## src/rtl/imem_loader_if.sv

```systemverilog
// Byte-stream input and instruction-memory write bus of the boot loader.
// The slave side is the loader itself. The master side drives the byte
// stream and observes the memory writes and the run/error status.
interface imem_loader_if;
  logic        in_valid;
  logic        in_ready;
  logic [7:0]  in_data;
  logic        wr_en;
  logic [31:0] wr_addr;
  logic [31:0] wr_data;
  logic [15:0] words_loaded;
  logic        cpu_run;
  logic        error;

  modport slave (
    input  in_valid,
    input  in_data,
    output in_ready,
    output wr_en,
    output wr_addr,
    output wr_data,
    output words_loaded,
    output cpu_run,
    output error
  );

  modport master (
    output in_valid,
    output in_data,
    input  in_ready,
    input  wr_en,
    input  wr_addr,
    input  wr_data,
    input  words_loaded,
    input  cpu_run,
    input  error
  );
endinterface

```

## src/rtl/imem_loader.sv

```systemverilog
// Boot-time instruction memory loader.
// Frame format: CNT_HI, CNT_LO, 4*N payload bytes, checksum byte.
// Payload bytes are packed big-endian into 32-bit words. Each word is written
// starting at BASE_ADDR. The checksum is the 8-bit wrapping sum of the payload
// bytes. A good frame raises cpu_run. An oversize count or a bad checksum
// raises error. Both flags are sticky until reset.
module imem_loader #(
  parameter logic [31:0] BASE_ADDR = 32'h0040_0000,
  parameter int unsigned DEPTH     = 1024
) (
  input  logic         clock,
  input  logic         reset_n,
  imem_loader_if.slave bus
);

  // The word count is 16 bits wide, so a 17-bit compare covers every legal DEPTH.
  localparam logic [16:0] DEPTH_W = 17'(DEPTH);

  typedef enum logic [2:0] {
    S_CNT_HI,
    S_CNT_LO,
    S_DATA,
    S_CHECK,
    S_DONE,
    S_ERROR
  } state_t;

  // Wrapping 8-bit accumulation of a payload byte into the running checksum.
  function automatic logic [7:0] sum_add(input logic [7:0] acc, input logic [7:0] b);
    logic [8:0] full;
    full = {1'b0, acc} + {1'b0, b};
    return full[7:0];
  endfunction

  // Big-endian packing: the earliest byte ends up in bits [31:24].
  function automatic logic [31:0] pack_byte(input logic [31:0] word, input logic [7:0] b);
    return {word[23:0], b};
  endfunction

  // Byte address of word index idx relative to BASE_ADDR.
  function automatic logic [31:0] word_addr(input logic [15:0] idx);
    return BASE_ADDR + {14'd0, idx, 2'b00};
  endfunction

  state_t      state_q;
  logic [7:0]  cnt_hi_q;
  logic [15:0] count_q;
  logic [1:0]  byte_idx_q;
  logic [31:0] word_q;
  logic [7:0]  sum_q;
  logic        wr_en_q;
  logic [31:0] wr_addr_q;
  logic [31:0] wr_data_q;
  logic [15:0] words_loaded_q;
  logic        cpu_run_q;
  logic        error_q;

  logic        accepting;
  logic        xfer;
  logic [15:0] count_d;
  logic [31:0] word_d;
  logic [7:0]  sum_d;
  logic [15:0] words_loaded_d;

  // Ready is forced low while reset is held, so no byte is taken during reset.
  // Otherwise ready depends only on the state, so stalls cannot cause side effects.
  always_comb begin
    accepting      = (state_q == S_CNT_HI) || (state_q == S_CNT_LO) ||
                     (state_q == S_DATA)   || (state_q == S_CHECK);
    xfer           = reset_n && accepting && bus.in_valid;
    count_d        = {cnt_hi_q, bus.in_data};
    word_d         = pack_byte(word_q, bus.in_data);
    sum_d          = sum_add(sum_q, bus.in_data);
    words_loaded_d = words_loaded_q + 16'd1;
  end

  // Frame FSM with registered write strobe, address, data and status flags.
  always_ff @(posedge clock) begin
    if (!reset_n) begin
      state_q        <= S_CNT_HI;
      cnt_hi_q       <= 8'd0;
      count_q        <= 16'd0;
      byte_idx_q     <= 2'd0;
      word_q         <= 32'd0;
      sum_q          <= 8'd0;
      wr_en_q        <= 1'b0;
      wr_addr_q      <= BASE_ADDR;
      wr_data_q      <= 32'd0;
      words_loaded_q <= 16'd0;
      cpu_run_q      <= 1'b0;
      error_q        <= 1'b0;
    end else begin
      wr_en_q <= 1'b0;
      if (xfer) begin
        case (state_q)
          S_CNT_HI: begin
            cnt_hi_q <= bus.in_data;
            state_q  <= S_CNT_LO;
          end
          S_CNT_LO: begin
            count_q    <= count_d;
            byte_idx_q <= 2'd0;
            if ({1'b0, count_d} > DEPTH_W) begin
              state_q <= S_ERROR;
              error_q <= 1'b1;
            end else if (count_d == 16'd0) begin
              state_q <= S_CHECK;
            end else begin
              state_q <= S_DATA;
            end
          end
          S_DATA: begin
            sum_q      <= sum_d;
            word_q     <= word_d;
            byte_idx_q <= byte_idx_q + 2'd1;
            if (byte_idx_q == 2'd3) begin
              // The address uses the count from before this write.
              // The count then advances in the same cycle as the strobe.
              wr_en_q        <= 1'b1;
              wr_data_q      <= word_d;
              wr_addr_q      <= word_addr(words_loaded_q);
              words_loaded_q <= words_loaded_d;
              if (words_loaded_d == count_q) begin
                state_q <= S_CHECK;
              end
            end
          end
          S_CHECK: begin
            if (bus.in_data == sum_q) begin
              state_q   <= S_DONE;
              cpu_run_q <= 1'b1;
            end else begin
              state_q <= S_ERROR;
              error_q <= 1'b1;
            end
          end
          default: begin
            state_q <= state_q;
          end
        endcase
      end
    end
  end

  assign bus.in_ready     = reset_n && accepting;
  assign bus.wr_en        = wr_en_q;
  assign bus.wr_addr      = wr_addr_q;
  assign bus.wr_data      = wr_data_q;
  assign bus.words_loaded = words_loaded_q;
  assign bus.cpu_run      = cpu_run_q;
  assign bus.error        = error_q;

endmodule

```

## src/flat_wrapper.sv

```systemverilog
// flat-port wrapper written by rule: the top's interface ports become plain ports
module imem_loader_flat 
#(
  parameter logic [31:0] BASE_ADDR = 32'h0040_0000,
  parameter int unsigned DEPTH     = 1024
)
  (clock, reset_n, bus_in_valid, bus_in_data, bus_in_ready, bus_wr_en, bus_wr_addr, bus_wr_data, bus_words_loaded, bus_cpu_run, bus_error);
  imem_loader_if bus_i ();
  input  logic clock;
  input  logic reset_n;
  input wire logic [$bits(bus_i.in_valid)-1:0] bus_in_valid;
  input wire logic [$bits(bus_i.in_data)-1:0] bus_in_data;
  output wire logic [$bits(bus_i.in_ready)-1:0] bus_in_ready;
  output wire logic [$bits(bus_i.wr_en)-1:0] bus_wr_en;
  output wire logic [$bits(bus_i.wr_addr)-1:0] bus_wr_addr;
  output wire logic [$bits(bus_i.wr_data)-1:0] bus_wr_data;
  output wire logic [$bits(bus_i.words_loaded)-1:0] bus_words_loaded;
  output wire logic [$bits(bus_i.cpu_run)-1:0] bus_cpu_run;
  output wire logic [$bits(bus_i.error)-1:0] bus_error;
  assign bus_i.in_valid = bus_in_valid;
  assign bus_i.in_data = bus_in_data;
  assign bus_in_ready = bus_i.in_ready;
  assign bus_wr_en = bus_i.wr_en;
  assign bus_wr_addr = bus_i.wr_addr;
  assign bus_wr_data = bus_i.wr_data;
  assign bus_words_loaded = bus_i.words_loaded;
  assign bus_cpu_run = bus_i.cpu_run;
  assign bus_error = bus_i.error;
  imem_loader #(.BASE_ADDR(BASE_ADDR), .DEPTH(DEPTH)) u_core (.clock(clock), .reset_n(reset_n), .bus(bus_i));
endmodule
```

## config.mk

```make
export PLATFORM = sky130hd
export DESIGN_NAME = imem_loader_flat
export DESIGN_NICKNAME = d
export VERILOG_FILES = /design/src/rtl/imem_loader_if.sv /design/src/rtl/imem_loader.sv /design/src/flat_wrapper.sv
export SDC_FILE = /design/constraint.sdc
export NUM_CORES = 1
export LEC_CHECK = 0
export ABC_AREA = 1
export CAP_MARGIN = 0
export CORE_MARGIN = 4
export CORE_UTILIZATION = 40
export DETAILED_ROUTE_END_ITERATION = 8
export GPL_TIMING_DRIVEN = 1
export HOLD_SLACK_MARGIN = 0.06
export PLACE_DENSITY_LB_ADDON = 0.3
export RECOVER_POWER = 50
export SLEW_MARGIN = 30
export SYNTH_ARGS = -nofsm -noshare
export SYNTH_HDL_FRONTEND = slang
export SYNTH_SLANG_ARGS = --single-unit
```

## constraint.sdc

```tcl
create_clock -name clock -period 1.8 [get_ports clock]
set_input_delay 0.18 -clock clock [delete_from_list [all_inputs] [get_ports clock]]
set_output_delay 0.18 -clock clock [all_outputs]
set_load 0.02 [all_outputs]
```

# Word-level counts from Yosys, hierarchy flattened
# Cells that the tools add are included.
# op_classes
n_addsub	4
magnitude_cmp	1
eq_ne	10
reduce_logical	19
mux	11
# ops
op	count
$add A23 B18 Y24 const A	1
$add A16 B1 Y16 const B	1
$eq A16 B16 Y1	1
$gt A16 B11 Y1 const B	1
$logic_not A16 Y1	1
$pmux W3 S4	1
$mux W3	3
$reduce_and A3 Y1	3
$add A8 B8 Y8	1
$eq A8 B8 Y1	1
$ne A2 B2 Y1 const B	4
$reduce_and A2 Y1	4
$reduce_and A4 Y1	2
$eq A3 B2 Y1 const B	2
$mux W1	5
$pmux W2 S2	1
$reduce_bool A2 Y1	2
$reduce_bool A4 Y1	1
$eq A3 B1 Y1 const B	1
$logic_not A3 Y1	1
$logic_or A1 B1 Y1	3
$add A2 B1 Y2 const B	1
$eq A2 B2 Y1 const B	1
$logic_and A1 B1 Y1	2
$pmux W1 S2	1
# totals
in_bits	11
wordCells	57
out_inout_bits	84
reg_bits	144

# Longest topological paths before layout
# Gate-level depths: netlist (run 1).
# logic_depth
depth_word	7
ltp_mapped	16
depth_no_buf	16

# Worst setup path after synthesis (run 1)
# No wires, ideal clock.
# synth_timing
path_kind	register to register
startpoint	register u_core.words_loaded_q[0] (netlist: u_core.bus.words_loaded[0])
endpoint	register u_core.state_q[0]
n_path_buf	0
required_time_ns	1.687
setup_slack_ns	-0.068
path_stages_with_launch	15
setup_time_ns	0.113
t_arrival_ns	1.755
synth_period_minus_slack_ns	1.868
path_cell_list	dfxtp_1 -> ha_1 -> nand2_2 -> nor2_8 -> nand3_1 -> nand3_1 -> nand2_1 -> nor2_1 -> nand2_1 -> nor2_2 -> nand3_2 -> nand2_1 -> nand2_1 -> nand2_1 -> nor2_1
# synth_between
elab_chain_len	4
# synth_lines
item	line_no	source
start, declared	imem_loader.sv:54	logic [15:0] words_loaded_q;
start signal, assigned	imem_loader.sv:122	words_loaded_q <= words_loaded_d;
$add A16 B1 Y16	imem_loader.sv:74	words_loaded_d = words_loaded_q + 16'd1;
$eq A16 B16 Y1	imem_loader.sv:123	if (words_loaded_d == count_q) begin
$ne A2 B2 Y1 (no line)	-	
$reduce_and A4 Y1 (no line)	-	
end signal, assigned	imem_loader.sv:138	state_q <= state_q;
end, declared	imem_loader.sv:45	state_t state_q;
# No other way between the ends.
# A chain may end at the register's enable or synchronous reset.

# Final worst setup path (run 1)
# Same ends and word-level chain as after synthesis.

==> results.json, run 1 <==
{
  "outcome": "finished, violations left",
  "violations": "negative setup slack",
  "clkTransAtPathRegs_ns": 0.06,
  "clkPwrFrac_pct": 53.6,
  "port_buffers": 78,
  "p_sw_share_pct": 22.2,
  "min_path_type": "input port to flop",
  "layout_setup_ws_ns": -0.0596,
  "path_cells": "buf_6 > inv_2 > nor2_4 > buf_4 > nand4_1 > nand2_1 > nand2_1 > nand2_1 > nand2_1 > nor2_2 > nand3_4 > nand2_2 > nand2_1 > nand2_1 > nor2_1",
  "cts_buffer_depth": 2,
  "synth_edf_count": 0,
  "skew_ns": 0.00700,
  "path_common_cell": "nand2_1",
  "slowest_delay_ns": 0.36,
  "async_reset_ff_share_pct": 0,
  "vias": 5394,
  "tritoncts": "done",
  "grt_pass1_wl_um": 24300,
  "clock-root-buffer": "clkbuf_16",
  "final_hold_viol_count": 0,
  "boundaryPins": 95,
  "critPathRequiredTime_ns": 2.11,
  "power.density_nw_per_um2": 923,
  "leakagePower_nw": 3.33,
  "grt_pass1_vias": 4941,
  "slew_violations": 0,
  "wl_um": 15100,
  "antenna_found_initial": 0,
  "coreArea_sq_um": 13900,
  "antenna_cells": 0,
  "fmax_ghz": 0.538,
  "std_cell_rows": 43,
  "clock_latency_ns": 0.42,
  "routedWlPerCell_um": 13.8,
  "grt-ovfl-total": 0,
  "place_congestion": 0.848,
  "min_period_over_period_pct": 103,
  "viasPerCell": 4.93,
  "power_frac_seq_pct": 40.7,
  "slew_headroom_pct": 53.7,
  "ys.flop_type": "dfxtp_1",
  "crit_path_top_delay_cell": "dfxtp_2",
  "internal_power_mw": 5.55,
  "placed_cells": 1055,
  "crit_type": "flop to flop",
  "nets": 923,
  "drive_gt1_share_pct": 15.8,
  "seq_area_frac_synth_pct": 45.0,
  "cts-buffers-inserted": 17,
  "remaining_drc_errors": 0,
  "fillers": 1300,
  "worstPathMaxFanout": 5,
  "dieArea_sq_um": 16200,
  "synthesis.area_sq_um": 5700,
  "dr.pass1.iters": 5,
  "crit_path_end_kind": "flop",
  "track_usage_pct": 18.6,
  "die_h_um": 127,
  "rsz0062_at_grt": "yes",
  "drv_cap": 0,
  "fin_crit_ns": 1.86,
  "arrival_ns": 2.17,
  "yosys_warnings": 0,
  "combPwrFrac_pct": 5.6,
  "start_kind": "flop",
  "drt_iter0_drc": 490,
  "syn_area_per_cell_sq_um": 7.32,
  "hpwl_um": 10200,
  "netlist_instances": 779,
  "tightest_slew_ns": 0.695,
  "wl_met3_um": 915,
  "die_w_um": 127,
  "top_layer": "met4",
  "power_switching_mw": 1.58,
  "finalSetupViolations": 2,
  "htreeDepth": 4,
  "max-vdd-ir-drop_uv": 563,
  "area_delta_synth_final_pct": 35.6,
  "synth_cell_types": 37,
  "wl_met1_um": 7180,
  "wl_met2_um": 6760,
  "grt_max_degree": 63,
  "place_ws_ns": -0.379,
  "synth-seq-cells": 128,
  "clkSinkCount": 128,
  "instances_no_fill": 1095,
  "ant_nets": 0,
  "start_util_pct": 40.9
}
registers in the layout (all words and copies together), names as in the netlist:
name and flops:
u_core.bus.cpu_run 1, u_core.bus.words_loaded 16, u_core.byte_idx_q 2, u_core.bus.error 1, u_core.bus.wr_en 1, u_core.sum_q 8
u_core.bus.wr_data 32, u_core.cnt_hi_q 8, u_core.bus.wr_addr 16, u_core.state_q 3, u_core.count_q 16, u_core.word_q 24
cell usage in the layout, fill, tap and decap left out, types with 4 or more instances in the layout:
cell             Yosys  routed
a21oi_1             99      96
buf_4               18      50
buf_6                0       4
bufinv_16            0       5
clkbuf_16            0      17
clkbuf_2             0       4
clkdlybuf4s50_1      0      18
clkinv_4             0       4
conb_1               2      16
dfxtp_1            128     122
dfxtp_2              0       5
dlygate4sd3_1        0      56
ha_1                 9       7
inv_1               57      55
inv_2                5       5
nand2_1            178     174
nand2_2              5       8
nand3_1             26      23
nand3_2              2       4
nand3b_1             6       6
nand4_1              8       8
nor2_1              90      87
nor2_2               5       7
nor2_4               5       6
nor3_1               4       4
o21ai_0             71      70
xor2_1               7       7
kinds of logic after synthesis:
group                    after synthesis  share of synthesized area [%]
AND/OR/NAND/NOR                      332                           25.0
AO/OA/AOI/OAI                        183                           16.5
flip-flops                           128                           45.0
buffers and inverters                113                           8.87
XOR/XNOR                              11                           2.19
adder cells (fa/ha/maj)               10                           2.33
other                                  2                          0.132
power by group through the flow:
stage,combinational [mW],sequential (mW),clock (mW)
after floorplan,0.264,2.96,0
after global placement,0.383,2.96,0
after detailed placement,0.385,2.97,0
after CTS,0.392,2.90,3.87
after global routing,0.450,2.91,4.01
final,0.403,2.90,3.83
per-stage QoR:
stage / TNS [ns] / total power [mW] / utilization (%) / hold slack, ns / area [sq um]
2_1_floorplan: 0 / 3.22 / - / 0.315 / 5760
3_3_place_gp: -1.71 / 3.35 / 49.7 / 0.445 / 6920
3_5_place_dp: -2.16 / 3.35 / 49.7 / 0.450 / 6920
4_1_cts: -0.0435 / 7.16 / 55.0 / 0.200 / 7670
5_1_grt: -3.14 / 7.37 / 55.5 / 0.221 / 7730
6_report: -0.0810 / 7.13 / 55.5 / 0.208 / 7730
final cells by class:
class | count | area, sq um | share of cell area, %
clock buffers | 19 | 453 | 5.86
multi-input cells | 552 | 2780 | 36.0
well taps | 180 | 225 | 2.91
clock inverters | 13 | 210 | 2.72
repair inverters | 1 | 5.00 | 0.0648
flip-flops and latches | 128 | 2570 | 33.3
repair buffers | 140 | 1240 | 16.1
inverters | 62 | 239 | 3.09
cells in the mapped netlist (2+ instances only):
cell type / count / share of area, %
nor2_1: 90 / 5.9
nand3_2: 2 / 0.35
ha_1: 9 / 2.0
nand4_1: 8 / 0.88
dfxtp_1: 128 / 45
buf_2: 11 / 0.97
o21ai_1: 2 / 0.18
nor2_2: 5 / 0.55
a21oi_1: 99 / 8.7
buf_4: 18 / 2.4
o21ai_0: 71 / 6.2
xnor2_1: 2 / 0.31
nand2_1: 178 / 12
inv_1: 57 / 3.8
nand3b_1: 6 / 0.79
a31oi_1: 3 / 0.33
clkbuf_1: 21 / 1.4
xor2_1: 7 / 1.1
nand3_1: 26 / 2.3
o211ai_1: 3 / 0.40
nor3_1: 4 / 0.35
conb_1: 2 / 0.13
nand2_2: 5 / 0.55
inv_2: 5 / 0.33
nor2_4: 5 / 0.99
layer usage:
metal  vias to the layer above  global-route usage (%)
met4                         0                    7.44
met1                      2440                    26.0
met2                       159                    27.4
li1                       2769                       -
met5                         -                       0
met3                        26                    4.68
worst paths after layout:
| check | to | depth (start not counted) | from | slack (ns) |
|---|---|---|---|---|
| setup reg to reg | u_core.state_q[0] | 15 | u_core.bus.words_loaded[0] | -0.06 |
| setup / recovery | u_core.state_q[0] | 15 | u_core.bus.words_loaded[0] | -0.06 |
| hold / removal | u_core.sum_q[1] | 4 | reset_n | 0.21 |
| hold reg to reg | u_core.bus.wr_data[18] | 2 | u_core.bus.wr_data[18] | 0.46 |
critical path: cells and delay by family (launching register included):
family        cells  cell delay, ns
buf+inv           3            0.33
flops             1            0.36
simple gates     12            1.08
timing repair:
item / CTS / global route
gates cloned: 0 / 1
setup endpoints to repair: 3 / 58
hold buffers: 0 / 0
pin swaps: 9 / 5
buffers inserted: 4 / 3
gates resized for setup: 16 / 23
Note: power is estimated with default switching activity, not from simulation.
==> run 2, diff against run 1 <==
--- a/config.mk
+++ b/config.mk
@@ -9,6 +9,7 @@
 export CAP_MARGIN = 0
 export CORE_MARGIN = 4
 export CORE_UTILIZATION = 40
+export CTS_CLUSTER_SIZE = 8
 export DETAILED_ROUTE_END_ITERATION = 8
 export GPL_TIMING_DRIVEN = 1
 export HOLD_SLACK_MARGIN = 0.06
==> results of run 2 <==
No change in the layout: final DEF, timing and power equal those of run 1.
==> patch 1 (settings of run 1) <==
Make the reset (`reset_n`) asynchronous in one clocked block.
--- a/src/rtl/imem_loader.sv
+++ b/src/rtl/imem_loader.sv
@@ -77,3 +77,3 @@
   // Frame FSM with registered write strobe, address, data and status flags.
-  always_ff @(posedge clock) begin
+  always_ff @(posedge clock or negedge reset_n) begin
     if (!reset_n) begin
Function: differs if reset_n is asserted again (counterexample within 4 cycles, from zero or initial values and one cycle with reset_n low); with reset_n held inactive, the same outputs for 4 cycles.
==> patch 1 against run 1 <==
The run still ends with setup timing left. Wire length is 4.7% lower. Sequential cell count stayed put. Clock skew is 0.0023 ns lower. Synthesized cell count is 6.7% lower. Critical path depth is 1 lower. Design area is 5.3% higher. Global-route usage is 1.4 points lower. Total power hardly changed. Synthesized area is 6.9% higher. Non-clock buffer count is 17 higher. Die area is 6.5% higher. Worst setup slack worse by 0.068 ns. Critical path type unchanged.
==> patch 1: results <==
{
  "multi_input_area_um2": 2409,
  "grt_pass1_wl_um": 24220,
  "n_clock_buffer": 25,
  "grt_pass1_vias": 4925,
  "synth_area_leaders": "dfrtp_1 53%, nand2_1 13%, o21ai_0 5.2%, inv_1 5.1%, o21ai_1 4.6%",
  "fin_tns_setup_ns": -0.6144,
  "worstReg2RegStart": "u_core.bus.words_loaded[1]$_DFFE_PN0P_",
  "nFillCells": 1377,
  "worstHoldPathType": "register to register",
  "worstRegToRegCells": 14,
  "synth_cell_type_count": 35,
  "violations": "setup timing",
  "nets": 900,
  "place_ws_ns": -0.2870,
  "place_congestion": 0.8608,
  "synth_compound_area_frac": 0.1090,
  "synth-async-reset-ratio": 1.000,
  "multi_input_gates": 486,
  "nonClockInverterCount": 88,
  "setup_violations": 33,
  "placed_cells": 1036,
  "synth_area_leader_cell": "dfrtp_1",
  "final_core_util": 0.5515,
  "timing.final.crit_share": 1.071,
  "worst_r2r_endpoint": "u_core.state_q[1]$_DFFE_PN0P_",
  "nonClkBufAreaFrac": 0.1719,
  "wl_per_cell_um": 13.41,
  "synth-xor-area-share": 0.01519,
  "setup_ws_ns": -0.1276,
  "clkCellAreaFrac": 0.06889,
  "power_density_nw_per_um2": 876.8,
  "track_usage": 0.1717,
  "outcome": "finished with violations",
  "final_layout_size_suffix_gt1_frac": 0.1618,
  "whs_path_depth": 1,
  "power.leakage_nw": 4.045,
  "peakVddDrop_mv": 0.5423,
  "min_delay_worst_endpoint": "u_core.bus.error$_DFFE_PN0P_",
  "routed_wl_um": 14400,
  "crit_path_max_incr_delay_ns": 0.44,
  "arrival_ns": 2.23,
  "max_slew.worst_pin.slew_ns": 1.160
}
[patch 1: cell count changes after synthesis, moves of 15 or more]
cell	before	now
dfrtp_1	0	128
nand3_1	26	41
dfxtp_1	128	0
nor2_1	90	31
a21oi_1	99	5
nand2_1	178	213
inv_1	57	83
o21ai_1	2	56
[patch 1: routing by layer]
| layer | wire length, µm | track usage | vias up | part of all wire |
|---|---|---|---|---|
| met4 | 212 | 0.05601 | 0 | 0.015 |
| li1 | - | - | 2604 | - |
| met2 | 6653 | 0.2713 | 105 | 0.46 |
| met5 | 0 | 0 | - | 0 |
| met3 | 515 | 0.04167 | 17 | 0.036 |
| met1 | 7020 | 0.2340 | 2369 | 0.49 |
[patch 1: timing repair]
action	CTS	global route
setup buffers	4	2
hold buffers	1	0
endpoints found under the setup margin	24	59
resized for setup	9	17
pin swaps	2	8
endpoints found under the hold margin	128	0
==> patch 2 (settings of run 1) <==
Without the edit above. `DEPTH` is set to 1024 in 2 places; all go to 512.
--- a/src/rtl/imem_loader.sv
+++ b/src/rtl/imem_loader.sv
@@ -8,3 +8,3 @@
   parameter logic [31:0] BASE_ADDR = 32'h0040_0000,
-  parameter int unsigned DEPTH     = 1024
+  parameter int unsigned DEPTH     = 512
 ) (
--- a/src/flat_wrapper.sv
+++ b/src/flat_wrapper.sv
@@ -4,3 +4,3 @@
   parameter logic [31:0] BASE_ADDR = 32'h0040_0000,
-  parameter int unsigned DEPTH     = 1024
+  parameter int unsigned DEPTH     = 512
 )
Formal check against the unedited RTL: not equivalent (a bounded check fails within 4 cycles, from zero or initial values and one cycle with reset_n low).
==> patch 2 against run 1 <==
The flow still finishes with violations (setup timing). Design area up 1.0%. Clock skew down 0.0016 ns. Sequential share of layout area down 0.34 points. Sequential cell count unchanged. Largest power group unchanged. Worst setup slack better by 0.011 ns. Wire length down 1.7%. Fmax up 0.61%. Synthesized area down 0.37%. Total power down 5.3%.
==> patch 2: results <==
{
  "first_iter_violations": 367,
  "setup_violations": 3,
  "path_clk_slew_ns": 0.06,
  "avgSynthCellArea_um2": 7.225,
  "viasPerCell": 4.876,
  "drt_first_pass_iters": 4,
  "place_congestion": 0.8595,
  "grt_max_degree": 65,
  "crit_path_max_incr_delay_ns": 0.38,
  "placed_cells": 1075,
  "grt_pass1_vias": 5032,
  "final_layout_size_suffix_gt1_frac": 0.1676,
  "peakVddDrop_mv": 0.5673,
  "p_int_mw": 5.238,
  "nFillCells": 1335,
  "worst_hold_slack_ns": 0.2813,
  "outcome": "finished with violations",
  "wl_per_cell_um": 13.38,
  "port-buffer-count": 78,
  "setup_ws_ns": -0.04826,
  "nets": 940,
  "crit_slowest_cell": "dfxtp_4",
  "track_usage": 0.1857,
  "pg_comb_uw": 407,
  "skew_ns": 0.005378,
  "synth_commonest_cells": "190 x nand2_1, 128 x dfxtp_1, 102 x a21oi_1, 87 x nor2_1, 67 x o21ai_0",
  "synthAdderAreaFrac": 0.02556,
  "synth_area_leaders": "dfxtp_1 45%, nand2_1 13%, a21oi_1 9.0%, o21ai_0 5.9%, nor2_1 5.8%",
  "post_cts_buffers": 2,
  "grt_pass1_wl_um": 24280,
  "clockPowerShare": 0.510,
  "diodes": 0,
  "hold_path_startpoint": "reset_n",
  "min_delay_worst_endpoint": "u_core.state_q[2]$_SDFFE_PN0P_",
  "power.leakage_nw": 3.139,
  "dpl.hpwl_um": 10050,
  "max_slew.worst_pin.slew_ns": 0.5694,
  "synth-xor-area-share": 0.01476,
  "synth_compound_area_frac": 0.1646,
  "fin_tns_setup_ns": -0.1056,
  "violations": "setup timing",
  "cts_buffers": 17,
  "synth-seq-area-share": 0.4512,
  "cts_resized": 24,
  "synthFlopType": "dfxtp_1",
  "vias": 5417,
  "worstRegToRegCells": 16
}
patch 2: cell count changes in the layout (fill, tap and decap cells not counted), moves of 5 or more:
cell,delta
buf_4,+16
dlygate4sd3_1,-56
nor3_1,+5
nand2_1,+9
nor2_1,-7
a21oi_1,+5
clkdlybuf4s50_1,+56
o21ai_0,-5
patch 2: logic make-up after synthesis:
logic type                 count (synthesis)
AOI/OAI and AO/OA                        181
adders and majority gates                 11
DFF                                      128
other                                      2
xor gates and xnor gates                   8
and+or+nand+nor                          341
buffers and inverters                    115
patch 2: worst register-to-register path, cell delays in order (launching register included):
cell and delay, ns:
dfxtp_4 0.38, buf_6 0.13, nand2_4 0.05, nor2_4 0.18, nand2_2 0.08, nand2_1 0.07, nand2_1 0.06, nand2_1 0.08
nand2_1 0.07, nor2_1 0.10, nand2_1 0.06, nor2_2 0.12, nand3_2 0.11, nand2_4 0.10, nand2_1 0.06, nand2_1 0.05
nor2_1 0.04
patch 2: stage by stage:
step | utilization | cell area, µm² | setup slack, ns
finish | 0.5625 | 7807 | -0.04826
global route | 0.5625 | 7807 | -0.1873
CTS | 0.5534 | 7681 | -0.05429
detailed placement | 0.5045 | 7003 | -0.4107
global placement | 0.5045 | 7003 | -0.3769
floorplan | - | 5734 | 0.04378
patch 2: worst max-delay path by stage:
stage,cells past startpoint,start,endpoint
2_1_floorplan,16,u_core.bus.words_loaded[0]$_SDFFE_PN0P_,u_core.state_q[0]$_SDFFE_PN0P_
3_3_place_gp,12,bus_in_data[0],u_core.sum_q[6]$_SDFFE_PN0P_
3_5_place_dp,12,bus_in_data[0],u_core.sum_q[6]$_SDFFE_PN0P_
4_1_cts,16,u_core.bus.words_loaded[1]$_SDFFE_PN0P_,u_core.state_q[1]$_SDFFE_PN0P_
5_1_grt,16,u_core.bus.words_loaded[1]$_SDFFE_PN0P_,u_core.state_q[1]$_SDFFE_PN0P_
6_report,16,u_core.bus.words_loaded[1]$_SDFFE_PN0P_,u_core.state_q[0]$_SDFFE_PN0P_
patch 2: layout make-up:
| type | instances | share of cell area |
|---|---|---|
| Inverter | 63 | 0.03125 |
| Sequential cell | 128 | 0.3295 |
| Timing Repair Buffer | 151 | 0.1784 |
| Clock buffer | 23 | 0.05865 |
| Multi-Input combinational cell | 557 | 0.3563 |
| Tap cell | 180 | 0.02885 |
| Clock inverter | 9 | 0.01715 |
patch 2: per-layer routing:
| metal | global-route usage | up-vias | part of all wire |
|---|---|---|---|
| met4 | 0.07634 | 0 | 0.020 |
| li1 | - | 2785 | - |
| met5 | 0 | - | 0 |
| met2 | 0.2783 | 125 | 0.45 |
| met3 | 0.04557 | 24 | 0.051 |
| met1 | 0.2564 | 2483 | 0.48 |
